File: src/rtl/imem_pkg.sv
// Shared types and constants for the instruction-memory loader.
// Optional checksum feature is enabled with the IMEM_LOADER_CHECKSUM_EN macro.
package imem_pkg;

    typedef enum logic [1:0] {
        IDLE   = 2'd0,
        ACCEPT = 2'd1,
        WRITE  = 2'd2,
        DONE   = 2'd3
    } loader_state_t;

    localparam int BYTES_PER_WORD = 4;
    localparam int DEFAULT_ADDR_W = 8;

endpackage

File: src/rtl/imem_loader_if.sv
// Bus bundle between a word source / memory and the loader.
// The checksum signal exists only when IMEM_LOADER_CHECKSUM_EN is defined.
interface imem_loader_if #(
    parameter int ADDR_W = imem_pkg::DEFAULT_ADDR_W,
    parameter int CNT_W  = 7
);
    // Word handshake: a word transfers on a rising clk edge where in_valid and
    // in_ready are both 1; in_data is only looked at in that cycle, and the
    // source may raise or drop in_valid freely when no transfer happens.
    logic              start;
    logic [ADDR_W-1:0] base_addr;
    logic [CNT_W-1:0]  word_count;
    logic              in_valid;
    logic              in_ready;
    logic [31:0]       in_data;
    logic              mem_we;
    logic [ADDR_W-1:0] mem_addr;
    logic [7:0]        mem_wdata;
    logic              busy;
    logic              done;
`ifdef IMEM_LOADER_CHECKSUM_EN
    logic [7:0]        checksum;

    modport master (
        output start, base_addr, word_count, in_valid, in_data,
        input  in_ready, mem_we, mem_addr, mem_wdata, busy, done, checksum
    );
    modport slave (
        input  start, base_addr, word_count, in_valid, in_data,
        output in_ready, mem_we, mem_addr, mem_wdata, busy, done, checksum
    );
`else
    modport master (
        output start, base_addr, word_count, in_valid, in_data,
        input  in_ready, mem_we, mem_addr, mem_wdata, busy, done
    );
    modport slave (
        input  start, base_addr, word_count, in_valid, in_data,
        output in_ready, mem_we, mem_addr, mem_wdata, busy, done
    );
`endif
endinterface

File: src/rtl/imem_word_serializer.sv
// Holds one accepted 32-bit word and presents its bytes MSB-first,
// one byte per advance.
module imem_word_serializer
    import imem_pkg::*;
(
    input  logic        clk,
    input  logic        rst_n,
    input  logic        load,
    input  logic        advance,
    input  logic [31:0] word_in,
    output logic [7:0]  byte_out,
    output logic        last_byte
);

    logic [31:0] word_q;
    logic [1:0]  idx_q;

    always_ff @(posedge clk or negedge rst_n) begin
        if (!rst_n) begin
            word_q <= '0;
            idx_q  <= '0;
        end else if (load) begin
            word_q <= word_in;
            idx_q  <= '0;
        end else if (advance) begin
            idx_q  <= idx_q + 2'd1;
        end
    end

    // Index 0 selects the most significant byte so memory ends up big-endian.
    always_comb begin
        byte_out = word_q[31:24];
        case (idx_q)
            2'd0: byte_out = word_q[31:24];
            2'd1: byte_out = word_q[23:16];
            2'd2: byte_out = word_q[15:8];
            2'd3: byte_out = word_q[7:0];
            default: byte_out = word_q[31:24];
        endcase
    end

    assign last_byte = (idx_q == 2'(BYTES_PER_WORD - 1));

endmodule

File: src/rtl/imem_loader.sv
// Loads a run of 32-bit words into a byte-wide instruction memory, big-endian.
// Define IMEM_LOADER_CHECKSUM_EN to add a running byte checksum output.
module imem_loader
    import imem_pkg::*;
#(
    parameter int ADDR_W = DEFAULT_ADDR_W,
    parameter int CNT_W  = 7
) (
    input  logic          clk,
    input  logic          rst_n,
    imem_loader_if.slave  bus,
    output loader_state_t state_dbg
);

    loader_state_t     state;
    logic [ADDR_W-1:0] addr_cnt;
    logic [CNT_W-1:0]  remaining;
    logic              in_ready_q;
    logic              mem_we_q;
    logic              busy_q;
    logic              done_q;
    logic              handshake;
    logic [7:0]        byte_sel;
    logic              last_byte;

    assign handshake = (state == ACCEPT) && bus.in_valid && in_ready_q;

    imem_word_serializer u_ser (
        .clk       (clk),
        .rst_n     (rst_n),
        .load      (handshake),
        .advance   (state == WRITE),
        .word_in   (bus.in_data),
        .byte_out  (byte_sel),
        .last_byte (last_byte)
    );

    always_ff @(posedge clk or negedge rst_n) begin
        if (!rst_n) begin
            state      <= IDLE;
            addr_cnt   <= '0;
            remaining  <= '0;
            in_ready_q <= 1'b0;
            mem_we_q   <= 1'b0;
            busy_q     <= 1'b0;
            done_q     <= 1'b0;
        end else begin
            case (state)
                IDLE: begin
                    if (bus.start) begin
                        addr_cnt  <= bus.base_addr;
                        remaining <= bus.word_count;
                        busy_q    <= 1'b1;
                        if (bus.word_count != '0) begin
                            state      <= ACCEPT;
                            in_ready_q <= 1'b1;
                        end else begin
                            state  <= DONE;
                            done_q <= 1'b1;
                        end
                    end
                end
                ACCEPT: begin
                    if (handshake) begin
                        state      <= WRITE;
                        in_ready_q <= 1'b0;
                        mem_we_q   <= 1'b1;
                    end
                end
                WRITE: begin
                    // Address wraps naturally at 2^ADDR_W.
                    addr_cnt <= addr_cnt + ADDR_W'(1);
                    if (last_byte) begin
                        remaining <= remaining - CNT_W'(1);
                        mem_we_q  <= 1'b0;
                        if (remaining != CNT_W'(1)) begin
                            state      <= ACCEPT;
                            in_ready_q <= 1'b1;
                        end else begin
                            state  <= DONE;
                            done_q <= 1'b1;
                        end
                    end
                end
                DONE: begin
                    state  <= IDLE;
                    done_q <= 1'b0;
                    busy_q <= 1'b0;
                end
                default: state <= IDLE;
            endcase
        end
    end

`ifdef IMEM_LOADER_CHECKSUM_EN
    logic [7:0] checksum_q;

    always_ff @(posedge clk or negedge rst_n) begin
        if (!rst_n) begin
            checksum_q <= '0;
        end else if (state == IDLE && bus.start) begin
            checksum_q <= '0;
        end else if (mem_we_q) begin
            checksum_q <= checksum_q + byte_sel;
        end
    end

    assign bus.checksum = checksum_q;
`endif

    assign bus.in_ready  = in_ready_q;
    assign bus.mem_we    = mem_we_q;
    assign bus.mem_addr  = addr_cnt;
    assign bus.mem_wdata = byte_sel;
    assign bus.busy      = busy_q;
    assign bus.done      = done_q;
    assign state_dbg     = state;

endmodule
File: src/flat_wrapper.sv
// flat-port wrapper written by rule: the top's interface ports become plain ports
module imem_loader_flat import imem_pkg::*;
#(
    parameter int ADDR_W = DEFAULT_ADDR_W,
    parameter int CNT_W  = 7
)
  (clk, rst_n, state_dbg, bus_start, bus_base_addr, bus_word_count, bus_in_valid, bus_in_data, bus_in_ready, bus_mem_we, bus_mem_addr, bus_mem_wdata, bus_busy, bus_done);
  imem_loader_if #(.ADDR_W(ADDR_W), .CNT_W(CNT_W)) bus_i ();
  input  logic clk;
  input  logic rst_n;
  output loader_state_t state_dbg;
  input wire logic [$bits(bus_i.start)-1:0] bus_start;
  input wire logic [$bits(bus_i.base_addr)-1:0] bus_base_addr;
  input wire logic [$bits(bus_i.word_count)-1:0] bus_word_count;
  input wire logic [$bits(bus_i.in_valid)-1:0] bus_in_valid;
  input wire logic [$bits(bus_i.in_data)-1:0] bus_in_data;
  output wire logic [$bits(bus_i.in_ready)-1:0] bus_in_ready;
  output wire logic [$bits(bus_i.mem_we)-1:0] bus_mem_we;
  output wire logic [$bits(bus_i.mem_addr)-1:0] bus_mem_addr;
  output wire logic [$bits(bus_i.mem_wdata)-1:0] bus_mem_wdata;
  output wire logic [$bits(bus_i.busy)-1:0] bus_busy;
  output wire logic [$bits(bus_i.done)-1:0] bus_done;
  assign bus_i.start = bus_start;
  assign bus_i.base_addr = bus_base_addr;
  assign bus_i.word_count = bus_word_count;
  assign bus_i.in_valid = bus_in_valid;
  assign bus_i.in_data = bus_in_data;
  assign bus_in_ready = bus_i.in_ready;
  assign bus_mem_we = bus_i.mem_we;
  assign bus_mem_addr = bus_i.mem_addr;
  assign bus_mem_wdata = bus_i.mem_wdata;
  assign bus_busy = bus_i.busy;
  assign bus_done = bus_i.done;
  imem_loader #(.ADDR_W(ADDR_W), .CNT_W(CNT_W)) u_core (.clk(clk), .rst_n(rst_n), .bus(bus_i), .state_dbg(state_dbg));
endmodule
File: config.mk
export PLATFORM = sky130hd
export DESIGN_NAME = imem_loader_flat
export DESIGN_NICKNAME = d
export VERILOG_FILES = /design/src/rtl/imem_pkg.sv /design/src/rtl/imem_loader_if.sv /design/src/rtl/imem_word_serializer.sv /design/src/rtl/imem_loader.sv /design/src/flat_wrapper.sv
export SDC_FILE = /design/constraint.sdc
export NUM_CORES = 1
export LEC_CHECK = 0
export CAP_MARGIN = 20
export CORE_MARGIN = 2
export CORE_UTILIZATION = 49
export DETAILED_ROUTE_END_ITERATION = 7
export HOLD_SLACK_MARGIN = 0.08
export PLACE_DENSITY = 0.91
export REMOVE_ABC_BUFFERS = 1
export SETUP_SLACK_MARGIN = 0.05
export SYNTH_ARGS = -nofsm -noshare
export SYNTH_HDL_FRONTEND = slang
export SYNTH_SLANG_ARGS = --single-unit
File: constraint.sdc
create_clock -name clk -period 1.92 [get_ports clk]
set_input_delay 0.576 -clock clk [delete_from_list [all_inputs] [get_ports clk]]
set_output_delay 0.576 -clock clk [all_outputs]
set_load 0.01 [all_outputs]
# Word level (Yosys, flattened, before mapping)
# Cells that the tools add are included.
[classes]
n_addsub = 3
eq_ne = 14
n_mux = 30
reduce_logical = 18
[ops]
columns = ["operator", "count"]
rows = [
  ["8-bit one-hot mux with 4 select lines", 1],
  ["8-bit one-hot mux with 2 select lines", 1],
  ["2-bit 2-to-1 mux", 7],
  ["7-bit 2-to-1 mux", 2],
  ["7-bit one-hot mux with 2 select lines", 1],
  ["1-bit 2-to-1 mux", 12],
  ["3-bit AND reduction", 3],
  ["8-bit by 1-bit adder with 8-bit output, second input constant", 1],
  ["2-bit == test, second input constant", 4],
  ["8-bit 2-to-1 mux", 1],
  ["2-bit by 1-bit != test with 1-bit output, second input constant", 4],
  ["2-bit one-hot mux with 4 select lines", 1],
  ["2-bit nonzero test", 4],
  ["7-bit by 1-bit != test with 1-bit output, second input constant", 1],
  ["7-bit nonzero test", 1],
  ["7-bit by 1-bit subtractor with 7-bit output, second input constant", 1],
  ["2-bit != test, second input constant", 3],
  ["1-bit one-hot mux with 3 select lines", 2],
  ["6-bit AND reduction", 1],
  ["3-bit nonzero test", 2],
  ["5-bit AND reduction", 1],
  ["2-bit by 1-bit == test with 1-bit output, second input constant", 2],
  ["2-bit logical NOT", 2],
  ["1-bit one-hot mux with 2 select lines", 2],
  ["other kinds (3)", 5],
]
[word_totals]
reg_bits = 55
input_bits = 51
out_inout_bits = 22
word_cells = 74

# Longest topological paths before layout
# Gate-level depths: netlist (run 1).
[depth]
depth_word = 5
ltp_mapped = 7
depth_no_buf = 5

# Hierarchy
# From an unflattened synthesis (run 1), not the netlist that was laid out.
[hier_totals]
hier_cells = 261
area_unflattened_um2 = 2895.3
[modules_own_cells]
columns = ["module", "n_inst", "cells_per_inst", "area_per_inst_um2", "seq_area_each_um2"]
rows = [
  ["imem_word_serializer", 1, 116, 1629.1, 850.8],
  ["imem_loader", 1, 145, 1266.2, 525.5],
]

# Least setup slack after synthesis (run 1)
# OpenSTA, ideal clock, no wires.
[synth_timing]
path_kind = "reg2out"
startpoint = "register u_core.u_ser.idx_q[0]"
endpoint = "output bus_mem_wdata[0]"
arrival_time_ns = 1.317
required_ns = 1.344
path_slack_ns = 0.027
stages_incl_launch_ff = 5
n_path_buf = 1
cell_sequence = "dfrtp_1 -> inv_1 -> ha_1 -> clkbuf_1 -> mux2i_1"
[synth_between]
elab_chain_cells = 2
elab_cells_between_ends = 5
cone_classes = "eq/ne: 3; mux: 1; reduce/logical: 1"
[synth_lines]
columns = ["item", "line", "rtl"]
rows = [
  ["start: declaration", "imem_word_serializer.sv:16", "logic [1:0] idx_q;"],
  ["start signal: assignment", "imem_word_serializer.sv:26", "idx_q <= idx_q + 2'd1;"],
  ["2-bit == test (tied with other cells)", "imem_word_serializer.sv:33", "case (idx_q)"],
  ["8-bit one-hot mux with 4 select lines (*)", "imem_word_serializer.sv:33", ""],
  ["end: declaration", "flat_wrapper.sv:20", "output wire logic [$bits(bus_i.mem_wdata)-1:0] bus_mem_wdata;"],
]
# Mark *: on every way between the ends. The rest lies on a longest branch, timed or not.

# Worst setup path after layout (run 1)
[layout_timing]
startpoint = "register u_core.u_ser.idx_q[1]"
endpoint = "output bus_mem_wdata[3]"
# Same word-level chain as after synthesis.

==> results of run 1 <==
==> flip-flops by register name, indices dropped and copies added (netlist names) <==
name	count
u_core.u_ser.word_q	32
u_core.bus.mem_addr	8
u_core.remaining	7
u_core.state_dbg	2
u_core.u_ser.idx_q	2
u_core.bus.busy	1
u_core.bus.done	1
u_core.bus.in_ready	1
u_core.bus.mem_we	1
==> stage by stage <==
step | cells | utilization [%] | TNS [ns] | hold WS [ns] | area [sq um]
after CTS | 414 | 69.9 | -2.47 | 0.263 | 3900
final | 419 | 70.8 | -2.40 | 0.249 | 3950
after floorplan | 236 | - | -2.11 | 0.280 | 2770
after detailed placement | 401 | 67.6 | -4.26 | 0.494 | 3770
after global routing | 419 | 70.8 | -3.19 | 0.266 | 3950
after global placement | 401 | 67.6 | -3.50 | 0.489 | 3770
==> cells in the mapped netlist, types with 2 or more instances <==
master and instances:
sky130_fd_sc_hd__o22a_1 6, sky130_fd_sc_hd__mux2i_1 11, sky130_fd_sc_hd__clkbuf_1 7, sky130_fd_sc_hd__mux2_2 18, sky130_fd_sc_hd__o21ai_0 6, sky130_fd_sc_hd__inv_1 16
sky130_fd_sc_hd__nor2_1 12, sky130_fd_sc_hd__o22ai_1 12, sky130_fd_sc_hd__a222oi_1 8, sky130_fd_sc_hd__nor3_1 2, sky130_fd_sc_hd__nand2b_1 6, sky130_fd_sc_hd__ha_1 7
sky130_fd_sc_hd__buf_2 8, sky130_fd_sc_hd__a32oi_1 2, sky130_fd_sc_hd__mux2_4 14, sky130_fd_sc_hd__dfrtp_1 55, sky130_fd_sc_hd__nand2_1 13, sky130_fd_sc_hd__a21oi_1 19
sky130_fd_sc_hd__buf_6 3, sky130_fd_sc_hd__a21o_1 4, sky130_fd_sc_hd__nand3_1 7, sky130_fd_sc_hd__nand4b_1 2
==> per-layer routing <==
metal  wire length, um  track usage [%]
met1              2840             27.2
met2              3420             39.5
met3               435             4.72
met4               127             8.98
met5                 0                0
==> cell usage in the layout, fill, tap and decap left out, types with 6 or more instances in the layout <==
cell type	n
sky130_fd_sc_hd__clkdlybuf4s50_1	56
sky130_fd_sc_hd__inv_1	14
sky130_fd_sc_hd__mux2_4	14
sky130_fd_sc_hd__nand3_1	7
sky130_fd_sc_hd__a21oi_1	19
sky130_fd_sc_hd__nor2_1	12
sky130_fd_sc_hd__mux2i_1	11
sky130_fd_sc_hd__o21ai_0	6
sky130_fd_sc_hd__nand2b_1	6
sky130_fd_sc_hd__buf_4	27
sky130_fd_sc_hd__o22a_1	6
sky130_fd_sc_hd__o22ai_1	12
sky130_fd_sc_hd__buf_2	9
sky130_fd_sc_hd__a222oi_1	8
sky130_fd_sc_hd__mux2_2	18
sky130_fd_sc_hd__dfrtp_1	50
sky130_fd_sc_hd__nand2_1	13
==> logic make-up after synthesis <==
group,share of synthesized area (%)
AOI/OAI and AO/OA,15.0
xor gates and xnor gates,0.305
adders and majority gates,3.05
buffers and inverters,5.58
DFF,48.0
muxes,18.2
and+or+nand+nor,9.90
==> what timing repair did <==
| action | CTS | global route |
|---|---|---|
| endpoints found under the hold margin | 0 | 0 |
| endpoints found under the setup margin | 15 | 12 |
| resized for setup | 48 | 6 |
| pin swaps | 8 | 6 |
| setup buffers | 5 | 5 |
==> worst max path at each step <==
stage | from | end | slack [ns] | depth (start not counted)
4_1_cts | u_core.u_ser.idx_q[1]$_DFFE_PN0P_ | bus_mem_wdata[5] | -0.34 | 5
3_3_place_gp | u_core.u_ser.idx_q[0]$_DFFE_PN0P_ | bus_mem_wdata[7] | -0.36 | 5
6_report | u_core.u_ser.idx_q[1]$_DFFE_PN0P_ | bus_mem_wdata[3] | -0.35 | 5
2_1_floorplan | u_core.state_dbg[1]$_DFFE_PN0P_ | u_core.u_ser.word_q[16]$_DFFE_PN0P_ | -0.07 | 3
3_5_place_dp | u_core.u_ser.idx_q[0]$_DFFE_PN0P_ | bus_mem_wdata[5] | -0.43 | 5
5_1_grt | u_core.u_ser.idx_q[1]$_DFFE_PN0P_ | bus_mem_wdata[4] | -0.43 | 5
==> final cells by class <==
class	instances	area, sq um	share of cell area (%)
sequential	55	1380	35.0
multi-input combinational	165	1370	34.8
timing repair buffer	103	960	24.3
tap	72	90.1	2.28
clock buffer	5	68.8	1.74
inverter	16	60.1	1.52
clock inverter	3	15.0	0.380
==> worst max-delay path, cell delays in order (launching register included) <==
cell,delay [ns]
sky130_fd_sc_hd__dfrtp_2,0.46
sky130_fd_sc_hd__buf_6,0.13
sky130_fd_sc_hd__ha_4,0.19
sky130_fd_sc_hd__a222oi_1,0.33
sky130_fd_sc_hd__mux2i_1,0.12
sky130_fd_sc_hd__buf_2,0.15
==> power by group <==
part	internal [uW]	leakage [uW]	total, uW	switching [uW]
clock network	251	0.0000477	616	366
logic	1790	0.00111	3180	1390
registers	1750	0.000641	2170	423
==> reports/results.ini, run 1 <==
[status]
outcome = complete, but fails checks
violated_checks = setup timing

[clock_tree]
maximum_level_of_the_cts_h_tree = 2
cts_tree = yes
tritoncts_sink_count = 55
reg_clk_slew_reported_paths_ns = 0.09
post_cts_hold_buffer_count = 0
cts-root-to-sink-buffers = 2
cts_buffer_count = 5
clock_latency_ns = 0.30
cts_root_buf = sky130_fd_sc_hd__clkbuf_8

[setup_path]
crit-reg2reg-launch = u_core.u_ser.idx_q[0]$_DFFE_PN0P_
crit_required_ns = 1.34
critical_path_peak_fanout = 8
setup.reg_to_reg.worst_slack_ns = 0.22
r2r-end = u_core.remaining[3]$_DFFE_PN0P_
timing_worst_setup_path_type = register to output pin
cp.arrival_ns = 1.69
startpoint_type = register
worst-r2r-cell-count = 7
critPathCaptureType = output pin

[timing]
max_slew.worst_pin.slew_ns = 0.316
finalWorstSetupSlack_ns = -0.345
grt_setup_unrepaired = true
clock.fmax_ghz = 0.441
setup_viol = 8
worst_clk_skew_ns = 0.00167
hold_violations = 0
finalMaxSlewViolations = 0
slew-limit-headroom_pct = 78.9
fin_crit_ns = 2.27
period_share_pct = 118

[logic_synthesis]
synth_cells = 254
synth_enable_flop_cells = 0
yosys.area.top_type = sky130_fd_sc_hd__dfrtp_1
syn-cell-area_sq_um = 2870
synth_seq_cells = 55
synthesis.yosys.warnings = 0
post-synth-top-area-fraction_pct = 48.0
seq_area_frac_synth_pct = 48.0
yosysUniqueCellTypes = 38
postSynthAreaPerCell_sq_um = 11.3
ys_dominant_reg_cell = sky130_fd_sc_hd__dfrtp_1
synthArstFlopShare_pct = 100
post_synth_main_area_contributors = sky130_fd_sc_hd__dfrtp_1 (48%), sky130_fd_sc_hd__mux2_4 (7.3%), sky130_fd_sc_hd__mux2_2 (7.1%), sky130_fd_sc_hd__mux2i_1 (3.8%), sky130_fd_sc_hd__a21oi_1 (3.3%)

[hold_path]
hp-class = primary input to async pin

[drt]
routed-via-count = 2318
detail-route-antenna-nets = 0
drt_iter0_drc = 157
dr.pass1.iters = 5
viasPerCell = 5.53
finalWirelength_um = 6820
drc = 0
wire_per_inst_um = 16.3

[place]
dp.final_hpwl_um = 5010
detailedPlace.worstSlack_ns = -0.433
placement.io_buffers = 72
gp_routability_congestion = 0.836

[global_route]
groute.usage.overall_pct = 22.6
grt_max_degree = 56
antenna_found_initial = 0
wire_length_of_the_first_global_routing_pass_um = 11300
grt_remaining_overflow = 0
first_global_vias = 2418

[die]
io-pin-count = 73
core_sq_um = 5570
row_count = 27
die_area_sq_um = 6480
fp.dieW_um = 80.5
floorplan.initialDensity_pct = 51.5
die_height_um = 80.5

[layout]
fin_nets = 404
insertedDiodeCount = 0
post_route_cells_drive_above_1_share_pct = 27.7
fillerInstances = 406
area_growth_pct = 37.6

[run]
maxCapViolCount = 0

[power_and_ir_drop]
total_leakage_power_uw = 0.00180
report.power.total_uw = 5970
max-vdd-ir-drop_mv = 0.839
power.density_nw_per_um2 = 1510

(Power assumes the default switching activity.)
==> run 2: changes to the inputs <==
CAP_MARGIN = default   (was 20)
==> results of run 2 <==
No change in the layout: final DEF, timing and power equal those of run 1.
==> run 3: changes to the inputs <==
clock period = 2.4 ns   (was 1.92 ns; I/O delays follow)
==> run 3 against run 2 <==
Net effect:
- the run still ends with setup timing left
- die area unchanged
- critical path depth unchanged
- sequential cell count did not move
- final cell count shrank 5.0%
- routed wire length fell by 6.0%
- largest power group unchanged
==> reports/results.ini, run 3 (synthesis gave the netlist of run 1 again) <==
[layout]
layout.cells.non_filler = 398
post_route_cells_drive_above_1_share_pct = 22.1
final_cell_mix = sky130_fd_sc_hd__clkdlybuf4s50_1 (63), sky130_fd_sc_hd__dfrtp_1 (53), sky130_fd_sc_hd__a21oi_1 (19)
sequential_cell_area_sq_um = 1380
area_growth_pct = 33.2
fin_nets = 383
fillerInstances = 400
mostFrequentLayoutCell = sky130_fd_sc_hd__clkdlybuf4s50_1
registers.top_by_ff_count = u_core.u_ser.word_q
largest_register_ff_count = 32
multi_input_comb_area_sq_um = 1380
insertedDiodeCount = 0

[clock_tree]
cts_buffer_count = 5
maximum_level_of_the_cts_h_tree = 2
reg_clk_slew_reported_paths_ns = 0.09
cts_root_buf = sky130_fd_sc_hd__clkbuf_8
clock_latency_ns = 0.31
cts_tree = yes
post_cts_hold_buffer_count = 0
tritoncts_sink_count = 55
cts-root-to-sink-buffers = 2

[timing]
period_share_pct = 102
hold_violations = 0
setup_viol = 3
finalWorstSetupSlack_ns = -0.0430
clock.fmax_ghz = 0.409
finalMaxSlewViolations = 0
max_slew.worst_pin.slew_ns = 0.374
worst_clk_skew_ns = 0.00484
fin_crit_ns = 2.44
slew-limit-headroom_pct = 75.1
grt_setup_unrepaired = true
tns_ns = -0.0894

[die]
die_area_sq_um = 6480
die_height_um = 80.5
core_sq_um = 5570
fp.dieW_um = 80.5
io-pin-count = 73
floorplan.initialDensity_pct = 51.5
row_count = 27

[setup_path]
cp.arrival_ns = 1.72
r2r-end = u_core.remaining[4]$_DFFE_PN0P_
crit-reg2reg-launch = u_core.u_ser.idx_q[0]$_DFFE_PN0P_
startpoint_type = register
setup.reg_to_reg.worst_slack_ns = 0.74
timing_worst_setup_path_type = register to output pin
worstPathCellList = buf_6, ha_4, a222oi_1, mux2i_1, buf_2
critPathCaptureType = output pin
critical-path-slowest-cell = sky130_fd_sc_hd__dfrtp_2
worst-r2r-cell-count = 6
slowest_delay_ns = 0.46
critical_path_peak_fanout = 8
crit_required_ns = 1.68

[drt]
finalWirelength_um = 6410
routed-via-count = 2257
viasPerCell = 5.67
detail-route-antenna-nets = 0
drt_iter0_drc = 176
dr.pass1.iters = 4
drc = 0
wire_per_inst_um = 16.1

[power_and_ir_drop]
total_leakage_power_uw = 0.00167
report.power.total_uw = 4730
max-vdd-ir-drop_mv = 0.752
power.density_nw_per_um2 = 1240

[status]
violated_checks = setup timing
outcome = complete, but fails checks

[hold_path]
hp-class = primary input to async pin

[place]
placed_cells_incl_taps = 389
dp.final_hpwl_um = 4550
gp_routability_congestion = 0.787
placement.io_buffers = 72

[global_route]
grt_max_degree = 56
first_global_vias = 2186
wire_length_of_the_first_global_routing_pass_um = 10400
groute.usage.overall_pct = 20.8
grt_remaining_overflow = 0
antenna_found_initial = 0

[run]
maxCapViolCount = 0

[run 3: how the worst max path moves through the flow]
| stage | start | to | slack [ns] | cells after the start |
|---|---|---|---|---|
| after CTS | u_core.u_ser.idx_q[1]$_DFFE_PN0P_ | bus_mem_wdata[3] | -0.06 | 5 |
| after global placement | u_core.u_ser.idx_q[0]$_DFFE_PN0P_ | bus_mem_wdata[7] | -0.03 | 5 |
| after detailed placement | u_core.u_ser.idx_q[0]$_DFFE_PN0P_ | bus_mem_wdata[7] | -0.10 | 5 |
| after floorplan | u_core.state_dbg[1]$_DFFE_PN0P_ | u_core.u_ser.word_q[16]$_DFFE_PN0P_ | 0.41 | 3 |
| final | u_core.u_ser.idx_q[1]$_DFFE_PN0P_ | bus_mem_wdata[3] | -0.04 | 5 |
| after global routing | u_core.u_ser.idx_q[1]$_DFFE_PN0P_ | bus_mem_wdata[3] | -0.14 | 5 |
[run 3: worst max-delay path: cells and delay by family, from the launching register on]
kind | cells | cell delay, ns
buffers and inverters | 2 | 0.29
AO/OA/AOI/OAI | 1 | 0.36
adder cells (fa/ha/maj) | 1 | 0.19
flip-flops | 1 | 0.46
multiplexers | 1 | 0.12
[run 3: area by class of cell]
cell class | count | share of cell area (%)
timing repair buffer | 82 | 20.7
sequential | 55 | 36.1
tap | 72 | 2.36
clock buffer | 6 | 2.16
inverter | 16 | 1.57
clock inverter | 2 | 0.917
multi-input combinational | 165 | 36.2
[run 3: power breakdown]
group / switching [uW] / leakage (uW) / total [uW] / internal (uW)
Clock: 293 / 0.0000612 / 631 / 338
Combinational: 1000 / 0.000966 / 2300 / 1300
Sequential: 403 / 0.000644 / 1800 / 1390
[run 3: stage by stage]
step	worst slack (ns)	util (%)	cell area, sq um	hold WS, ns
4_1_cts	-0.0623	68.6	3820	0.402
5_1_grt	-0.138	68.6	3820	0.406
6_report	-0.0430	68.6	3820	0.393
3_5_place_dp	-0.102	66.0	3680	0.469
2_1_floorplan	0.409	-	2770	0.424
3_3_place_gp	-0.0300	66.0	3680	0.468
[run 3: routing by layer]
layer / track usage (%) / share of wire (%) / wire length (um)
met5: 0 / 0 / 0
met4: 6.95 / 1.7 / 108
met3: 4.38 / 7.0 / 448
met2: 34.7 / 49 / 3120
met1: 26.9 / 43 / 2730
[run 3: timing repair]
action	4_1_cts	5_1_grt
buffers inserted	1	0
endpoints found under the hold margin	0	0
gates resized for setup	45	0
endpoints found under the setup margin	8	8
pin swaps	7	3
